### config.mk
export PLATFORM = sky130hd
export DESIGN_NAME = mv_operand_loader
export DESIGN_NICKNAME = d
export VERILOG_FILES = /design/src/rtl/mv_operand_loader_pkg.sv /design/src/rtl/mv_operand_regfile.sv /design/src/rtl/mv_operand_loader.sv
export SDC_FILE = /design/constraint.sdc
export NUM_CORES = 1
export LEC_CHECK = 0
export CORE_UTILIZATION = 50
export CTS_BUF_LIST = sky130_fd_sc_hd__clkbuf_2 sky130_fd_sc_hd__clkbuf_4 sky130_fd_sc_hd__clkbuf_8
export CTS_CLUSTER_DIAMETER = 120
export CTS_CLUSTER_SIZE = 40
export DETAILED_ROUTE_END_ITERATION = 10
export PLACE_DENSITY = 0.89
export SLEW_MARGIN = 40
export SYNTH_ARGS = -nofsm -noshare
export SYNTH_HDL_FRONTEND = slang
export SYNTH_HIERARCHICAL = 1
export SYNTH_SLANG_ARGS = --single-unit
### constraint.sdc
create_clock -name clk -period 2.7 [get_ports clk]
set_clock_uncertainty 0.05 [all_clocks]
set_input_delay 0.54 -clock clk [delete_from_list [all_inputs] [get_ports clk]]
set_output_delay 0.54 -clock clk [all_outputs]
set_load 0.01 [all_outputs]
### src/rtl/mv_operand_loader_pkg.sv
`default_nettype none
// ============================================================================
// Module   : mv_operand_loader_pkg
// Purpose  : Shared state encoding, set geometry and slice helper for the
//            matrix-vector operand loader.
// Revision : 1.0
// ============================================================================
package mv_operand_loader_pkg;

   localparam int c_DIMENSION     = 4;
   localparam int c_NUM_BUSES     = c_DIMENSION + 1;
   localparam int c_WORDS_PER_SET = c_DIMENSION * (c_DIMENSION + 1);
   localparam int c_WORD_CNT_W    = 5;
   localparam int c_RUN_CNT_W     = 8;

   typedef enum logic [1:0] {
      LOAD = 2'd0,
      RUN  = 2'd1,
      DONE = 2'd2
   } state_t;

   // Low bit of element idx inside a packed bus; the array uses the same packing.
   function automatic int elem_lsb(input int idx, input int width);
      return idx * width;
   endfunction

endpackage
`default_nettype wire

### src/rtl/mv_operand_regfile.sv
`default_nettype none
// ============================================================================
// Module   : mv_operand_regfile
// Purpose  : Word-addressed write-only register file holding M1..M4 and V.
// Revision : 1.0
// ============================================================================
module mv_operand_regfile
   import mv_operand_loader_pkg::*;
#(
   parameter int DIMENSION = 4,
   parameter int WIDTH     = 8
)(
   input  logic                       clk,
   input  logic                       rst,
   input  logic                       we,
   input  logic [c_WORD_CNT_W-1:0]    waddr,
   input  logic [WIDTH-1:0]           wdata,
   output logic [DIMENSION*WIDTH-1:0] m1,
   output logic [DIMENSION*WIDTH-1:0] m2,
   output logic [DIMENSION*WIDTH-1:0] m3,
   output logic [DIMENSION*WIDTH-1:0] m4,
   output logic [DIMENSION*WIDTH-1:0] v
);

   localparam int c_NUM_ELEMS = c_NUM_BUSES * DIMENSION;

   logic [c_NUM_ELEMS-1:0][WIDTH-1:0]       r_elem;
   logic [c_NUM_BUSES-1:0][DIMENSION*WIDTH-1:0] w_bus;

   always_ff @(posedge clk) begin
      if (!rst) begin
         r_elem <= '0;
      end else if (we) begin
         for (int i = 0; i < c_NUM_ELEMS; i++) begin
            if (waddr == c_WORD_CNT_W'(i)) begin
               r_elem[i] <= wdata;
            end
         end
      end
   end

   for (genvar b = 0; b < c_NUM_BUSES; b++) begin : g_bus
      for (genvar e = 0; e < DIMENSION; e++) begin : g_elem
         assign w_bus[b][elem_lsb(e, WIDTH) +: WIDTH] = r_elem[b*DIMENSION + e];
      end
   end

   assign m1 = w_bus[0];
   assign m2 = w_bus[1];
   assign m3 = w_bus[2];
   assign m4 = w_bus[3];
   assign v  = w_bus[4];

endmodule
`default_nettype wire

### src/rtl/mv_operand_loader.sv
`default_nettype none
// ============================================================================
// Module   : mv_operand_loader
// Purpose  : Serial operand loader and run sequencer for the 4-row systolic array.
// Revision : 1.0
// ============================================================================
module mv_operand_loader
   import mv_operand_loader_pkg::*;
#(
   parameter int DIMENSION  = 4,
   parameter int WIDTH      = 8,
   parameter int RUN_CYCLES = 8
)(
   input  logic                       clk,
   input  logic                       rst,
   input  logic                       clear,
   input  logic [WIDTH-1:0]           in_data,
   input  logic                       in_valid,
   output logic                       in_ready,
   output logic [DIMENSION*WIDTH-1:0] M1,
   output logic [DIMENSION*WIDTH-1:0] M2,
   output logic [DIMENSION*WIDTH-1:0] M3,
   output logic [DIMENSION*WIDTH-1:0] M4,
   output logic [DIMENSION*WIDTH-1:0] V,
   output logic                       en,
   output logic                       busy,
   output logic                       done
);

   localparam logic [c_WORD_CNT_W-1:0] c_LAST_WORD = c_WORD_CNT_W'(c_WORDS_PER_SET - 1);
   localparam logic [c_RUN_CNT_W-1:0]  c_RUN_LAST  = c_RUN_CNT_W'(RUN_CYCLES - 1);

   state_t                  r_state, w_state_nxt;
   logic [c_WORD_CNT_W-1:0] r_word_cnt, w_word_cnt_nxt;
   logic [c_RUN_CNT_W-1:0]  r_run_cnt, w_run_cnt_nxt;
   logic                    r_en, w_en_nxt;
   logic                    r_done, w_done_nxt;
   logic                    w_accept;

   assign in_ready = (r_state == LOAD);
   assign busy     = (r_state == RUN) || (r_state == DONE);
   assign w_accept = in_valid & in_ready & ~clear;
   assign en       = r_en;
   assign done     = r_done;

   always_ff @(posedge clk) begin
      if (!rst) begin
         r_state    <= LOAD;
         r_word_cnt <= '0;
         r_run_cnt  <= '0;
         r_en       <= 1'b0;
         r_done     <= 1'b0;
      end else begin
         r_state    <= w_state_nxt;
         r_word_cnt <= w_word_cnt_nxt;
         r_run_cnt  <= w_run_cnt_nxt;
         r_en       <= w_en_nxt;
         r_done     <= w_done_nxt;
      end
   end

   // en is the registered image of "next state is RUN" so it never glitches.
   always_comb begin
      w_state_nxt    = r_state;
      w_word_cnt_nxt = r_word_cnt;
      w_run_cnt_nxt  = r_run_cnt;
      w_en_nxt       = 1'b0;
      w_done_nxt     = 1'b0;
      if (clear) begin
         w_state_nxt    = LOAD;
         w_word_cnt_nxt = '0;
         w_run_cnt_nxt  = '0;
      end else begin
         case (r_state)
            LOAD: begin
               if (w_accept) begin
                  if (r_word_cnt == c_LAST_WORD) begin
                     w_word_cnt_nxt = '0;
                     w_state_nxt    = RUN;
                     w_en_nxt       = 1'b1;
                  end else begin
                     w_word_cnt_nxt = r_word_cnt + 1'b1;
                  end
               end
            end
            RUN: begin
               if (r_run_cnt == c_RUN_LAST) begin
                  w_run_cnt_nxt = '0;
                  w_state_nxt   = DONE;
                  w_done_nxt    = 1'b1;
               end else begin
                  w_run_cnt_nxt = r_run_cnt + 1'b1;
                  w_en_nxt      = 1'b1;
               end
            end
            DONE: begin
               w_state_nxt = LOAD;
            end
            default: begin
               w_state_nxt = LOAD;
            end
         endcase
      end
   end

   mv_operand_regfile #(
      .DIMENSION (DIMENSION),
      .WIDTH     (WIDTH)
   ) u_regfile (
      .clk   (clk),
      .rst   (rst),
      .we    (w_accept),
      .waddr (r_word_cnt),
      .wdata (in_data),
      .m1    (M1),
      .m2    (M2),
      .m3    (M3),
      .m4    (M4),
      .v     (V)
   );

endmodule
`default_nettype wire

==> metrics.txt, run 1 <==
TNS Setup 0 ns; met1 Usage GRT 0.315; wire per inst approximately 18 µm; Post-synth top flop dfxtp_1; total wire length roughly 18 mm; critical path type flip-flop to output port; ranking of synthesized cells by area dfxtp_1, mux2i_1, nand2_1; reg2reg path depth 7; post-CTS setup buffer count 0; most common cell in the netlist nand2_1; Netlist cell types 41; fill cell count between 900 and 1,000; grt met3 use 0.0741; Post-Layout Inst Area 0.00903 mm²; Die Y 118 µm; I/O Pins ~180; worst slack, placed 0.216 ns; Syn Inst Count about 650; TritonCTS clock tree done; Pwr Density just over 500 mW/mm²; crit-path max FO 4; Worst path max stage delay roughly 0.6 ns; CTS resizes 0; Yosys warning count 6; clk sinks 177; Layout Area Growth over Synthesis 35.0%; max-slew violations 0; TritonCTS buffer count 17; CP Data Required Time roughly 2.1 ns; WHS Path Cells 2; Worst-path clk slew 0.08 ns; Async SR Flop Fraction 0; placed cell areas roughly 0.0086 mm²; DRT antenna net count 0; hold crit path type flip-flop to flip-flop; final hold viol count 0; die width 118 µm; worst slew pin tran 0.475 ns; initial core utilization 0.521; Critical Path Start Type flip-flop; Worst-Skew Late Latency 0.46 ns; Via Count 5,169; RSZ-0062 raised after global routing no; mapped cell area approximately 0.0067 mm²; dpl hpwl roughly 12 mm; fmax 424 MHz; Slowest-stage cell, CP clkdlybuf4s50_1; fin util 0.704; DR DRC count 0; row count between 40 and 50; flops & latches, synth ~180; fin crit period approximately 2.4 ns; GRT overflow 0; vias in the first global route ~5,200; H-tree depth 4; antenna violations before repair 0; GP Congestion a little under 0.8; die area 0.0138 mm²; sequential fraction of the synthesis area 0.530; most frequent cells after synthesis nand2_1, dfxtp_1, mux2i_1; Port Buffer Count between 150 and 200; M2 GR Usage 0.436; nets@finish 838; initial DRC count approximately 370; largest net degree at the start of global routing 44; setup slack after layout between 0.3 and 0.4 ns; Top Usage Layer GRT met2; clock root cell clkbuf_8; average size of a mapped cell ~10 µm²; share of layout cells above drive strength 1 0.0899; Clock Path Buffers 2; Leak ~3.8 nW; area leader, netlist dfxtp_1; Final Setup Violations 0; Hold-fix buffers, CTS 0; CP arrival 1.77 ns; Initial DRT Pass Iterations 5; GRT Util Overall 0.263; run status completed; CP endpoint kind output port; Mapped Nets between 600 and 700; maxcap violations 0; global-route wire length before repair 28.3 mm; Peak VDD IR around 0.29 mV; Vias/cell around 5.1; relative slew slack 0.683; Period Utilization, post-route 0.874; number of synthesized flops with an enable pin 0; Yosys top cell area share 0.530; area of the core roughly 0.013 mm²; CP Cell Sequence inv_1, ha_1, clkdlybuf4s50_1; n_diodes 0
## flip-flops by register name, summed over array words and instances (netlist names)
| register | count |
|---|---|
| r_word_cnt | 5 |
| r_run_cnt | 8 |
| u_regfile/m3 | 32 |
| u_regfile/m2 | 32 |
| en | 1 |
| r_state | 2 |
| done | 1 |
| u_regfile/v | 32 |
| u_regfile/m4 | 32 |
| u_regfile/m1 | 32 |
## per-layer routing
layer / routed length [µm] / part of all wire / up-vias
met4: 413 / 0.023 / 0
met5: 0 / 0 / -
met3: 1080 / 0.061 / 31
met1: 7510 / 0.42 / 2506
li1: - / - / 2492
met2: 8790 / 0.49 / 140
## logic make-up (layout without fill, tap and decap cells)
| family | count (synthesis) | after routing | synth area share |
|---|---|---|---|
| AO/OA/AOI/OAI | 9 | 9 | 0.00823 |
| XOR/XNOR | 9 | 9 | 0.0118 |
| adder cells (fa/ha/maj) | 5 | 5 | 0.00935 |
| buffers and inverters | 51 | 232 | 0.0344 |
| flip-flops | 177 | 177 | 0.530 |
| multiplexers | 163 | 163 | 0.244 |
| AND/OR/NAND/NOR | 239 | 239 | 0.162 |
## final timing paths
| path | startpoint | to | slack, ns |
|---|---|---|---|
| max reg2reg | r_state[1]$_SDFFE_PP0P_ | u_regfile/m2[29]$_SDFFE_PN0P_ | 0.54 |
| min reg2reg | u_regfile/m4[4]$_SDFFE_PN0P_ | u_regfile/m4[4]$_SDFFE_PN0P_ | 0.41 |
| max | r_state[1]$_SDFFE_PP0P_ | in_ready | 0.34 |
| min | u_regfile/m4[4]$_SDFFE_PN0P_ | u_regfile/m4[4]$_SDFFE_PN0P_ | 0.41 |
## power breakdown
group	internal [mW]	switching [mW]	total, mW
Combinational	0.0594	0.122	0.181
Sequential	2.62	0.00602	2.62
Clock	0.966	0.904	1.87
## per-stage QoR
step           total power [mW]  instances  hold slack (ns)
2_1_floorplan              2.78        653            0.388
3_3_place_gp               2.86        974            0.392
3_5_place_dp               2.86        974            0.397
4_1_cts                    4.71       1006            0.414
5_1_grt                    4.83       1006            0.428
6_report                   4.67       1006            0.411
## layout make-up
class                      instances  area [µm²]  share of cell area
timing repair buffer             195        1910               0.212
clock buffer                      24         318              0.0352
sequential                       177        3540               0.393
inverter                           5        18.8             0.00208
clock inverter                     8         101              0.0112
multi-input combinational        425        2920               0.323
tap                              172         215              0.0238
## critical path: cells and delay by family, from the launching register on
family | cells | cell delay (ns)
adder cells (fa/ha/maj) | 1 | 0.31
flip-flops | 1 | 0.31
buffers and inverters | 2 | 0.68
## cell usage in the layout, fill, tap and decap left out, types with 4 or more instances in the layout
master / synthesis / layout
dfxtp_1: 177 / 177
clkbuf_8: 0 / 22
nor3_1: 4 / 4
nand2_2: 11 / 11
xnor2_1: 4 / 4
nor2_1: 16 / 16
nand4_1: 4 / 4
mux2i_1: 163 / 163
inv_1: 5 / 5
ha_1: 5 / 5
nand2_1: 178 / 178
clkdlybuf4s50_1: 0 / 174
nor2b_1: 7 / 7
xor2_1: 5 / 5
buf_4: 1 / 20
(Power assumes the default switching activity.)
==> inputs of run 2 (changes only) <==
PLACE_DENSITY = 0.82   (was 0.89)
==> run 2 against run 1 <==
Against the previous run:
- global-route usage fell by 0.30 points
- cell count barely moved
- total power fell by 1.6%
- sequential share of layout area rose by 0.20 points
- critical path type unchanged
- largest cell class unchanged
==> metrics.txt, run 2 (same netlist as run 1, synthesis figures left out) <==
clk sinks between 150 and 200; Clock Path Buffers 2; die area around 0.014 mm²; reg-to-reg slack, setup ~0.5 ns; Slowest-stage cell, CP clkdlybuf4s50_1; fmax ~430 MHz; placed cell areas between 0.008 and 0.009 mm²; largest net degree at the start of global routing 50; reg2reg path depth 7; initial core utilization 0.521; CP arrival around 1.7 ns; Period Utilization, post-route 0.861; DR DRC count 0; dpl hpwl 12.2 mm; worst path buffer plus inverter count 2; TritonCTS buffer count 17; CP Data Required Time approximately 2.1 ns; Critical Path Start Type flip-flop; nets@finish roughly 840; wire per inst ~18 µm; Via Count approximately 5,200; TNS Setup 0 ns; Die Y roughly 120 µm; crit-path max FO 4; initial DRC count 240; Worst-Skew Late Latency roughly 0.45 ns; DRT antenna net count 0; Port Buffer Count 175; run status completed; worst setup path startpoint r_state[1]$_SDFFE_PP0P_; GRT Util Overall 0.260; Top Family by Delay on Critical Path buffers and inverters; maxcap violations 0; CTS resizes 0; area of the core roughly 0.013 mm²; RSZ-0062 raised after global routing no; relative slew slack 0.636; final hold viol count 0; Vias/cell approximately 5.1; Pwr Density slightly above 500 mW/mm²; commonest non-fill, non-tap cells in the layout nand2_1, dfxtp_1, clkdlybuf4s50_1; TritonCTS clock tree done; reg2reg end u_regfile/m4[4]$_SDFFE_PN0P_; Worst-path clk slew 0.09 ns; Initial DRT Pass Iterations 4; hold crit path type flip-flop to flip-flop; r2r startpoint r_state[1]$_SDFFE_PP0P_; vias in the first global route between 5,000 and 6,000; Peak VDD IR slightly below 0.4 mV; total wire length 17.7 mm; fin crit period ~2.3 ns; worst slew pin tran about 0.55 ns; Hold-fix buffers, CTS 0; n_diodes 0; Leak 3.79 nW; post-CTS setup buffer count 0; max-slew violations 0; die width around 120 µm; clock root cell clkbuf_8; global-route wire length before repair between 20 and 30 mm; Post-Layout Inst Area between 0.008 and 0.009 mm²; Critical Path End in_ready; Total Power 4.60 mW; WP depth 3; I/O Pins ~180; antenna violations before repair 0; CP Cell Sequence inv_1, ha_1, clkdlybuf4s50_1; row count 41; CP endpoint kind output port; GRT overflow 0; Worst path max stage delay between 0.5 and 0.6 ns; H-tree depth 4; GP Congestion ~0.82; share of layout cells above drive strength 1 0.0900; critical path type flip-flop to output port; Layout Area Growth over Synthesis 34.3%; Final Setup Violations 0
[run 2: cell count changes in the layout (fill, tap and decap cells not counted)]
| cell | previous run | this run |
|---|---|---|
| inv_6 | 0 | 1 |
| buf_12 | 1 | 0 |
| clkbuf_4 | 2 | 3 |
| nand2_2 | 11 | 12 |
| clkinv_4 | 3 | 1 |
| clkinvlp_4 | 0 | 4 |
| clkbuf_8 | 22 | 17 |
| nand2_1 | 178 | 177 |
| inv_8 | 0 | 1 |
[run 2: metrics by stage]
stage / worst slack [ns] / hold WS, ns / instances / utilization
global placement: 0.225 / 0.393 / 973 / 0.670
detailed placement: 0.141 / 0.399 / 973 / 0.670
finish: 0.374 / 0.413 / 1005 / 0.700
floorplan: 0.691 / 0.388 / 653 / -
global route: 0.304 / 0.431 / 1005 / 0.700
CTS: 0.361 / 0.417 / 1005 / 0.700
[run 2: metal layers]
layer | global-route usage | wire (µm) | vias to the layer above | part of all wire
met3 | 0.0799 | 1170 | 25 | 0.066
met1 | 0.301 | 7170 | 2482 | 0.40
met5 | 0 | 0 | - | 0
met2 | 0.447 | 9030 | 167 | 0.51
met4 | 0.100 | 367 | 0 | 0.021
li1 | - | - | 2501 | -
[run 2: how the worst min path moves through the flow]
stage | start | end | slack [ns] | depth (start not counted)
5_1_grt | u_regfile/v[7]$_SDFFE_PN0P_ | u_regfile/v[7]$_SDFFE_PN0P_ | 0.43 | 2
3_5_place_dp | u_regfile/m3[25]$_SDFFE_PN0P_ | u_regfile/m3[25]$_SDFFE_PN0P_ | 0.40 | 2
3_3_place_gp | u_regfile/m2[31]$_SDFFE_PN0P_ | u_regfile/m2[31]$_SDFFE_PN0P_ | 0.39 | 2
4_1_cts | u_regfile/m4[15]$_SDFFE_PN0P_ | u_regfile/m4[15]$_SDFFE_PN0P_ | 0.42 | 2
6_report | u_regfile/m3[31]$_SDFFE_PN0P_ | u_regfile/m3[31]$_SDFFE_PN0P_ | 0.41 | 2
2_1_floorplan | r_state[1]$_SDFFE_PP0P_ | r_state[1]$_SDFFE_PP0P_ | 0.39 | 2
[run 2: report_power, final]
| part | switching (mW) | leakage, nW | internal [mW] |
|---|---|---|---|
| clock network | 0.944 | 0.191 | 0.857 |
| registers | 0.00634 | 1.43 | 2.62 |
| logic | 0.121 | 2.17 | 0.0566 |
| total | 1.07 | 3.79 | 3.53 |
[run 2: final cells by class]
cell class	instances	area (µm²)
Fill cell	996	3840
Sequential cell	177	3540
Multi-Input combinational cell	425	2920
Timing Repair Buffer	194	1890
Clock buffer	20	256
Tap cell	172	215
Clock inverter	12	134
Inverter	5	18.8
[run 2: tightest hold or removal path, stage by stage, from the launching register on]
cell and delay [ns]:
dfxtp_1 0.32, nand2_1 0.05, mux2i_1 0.05
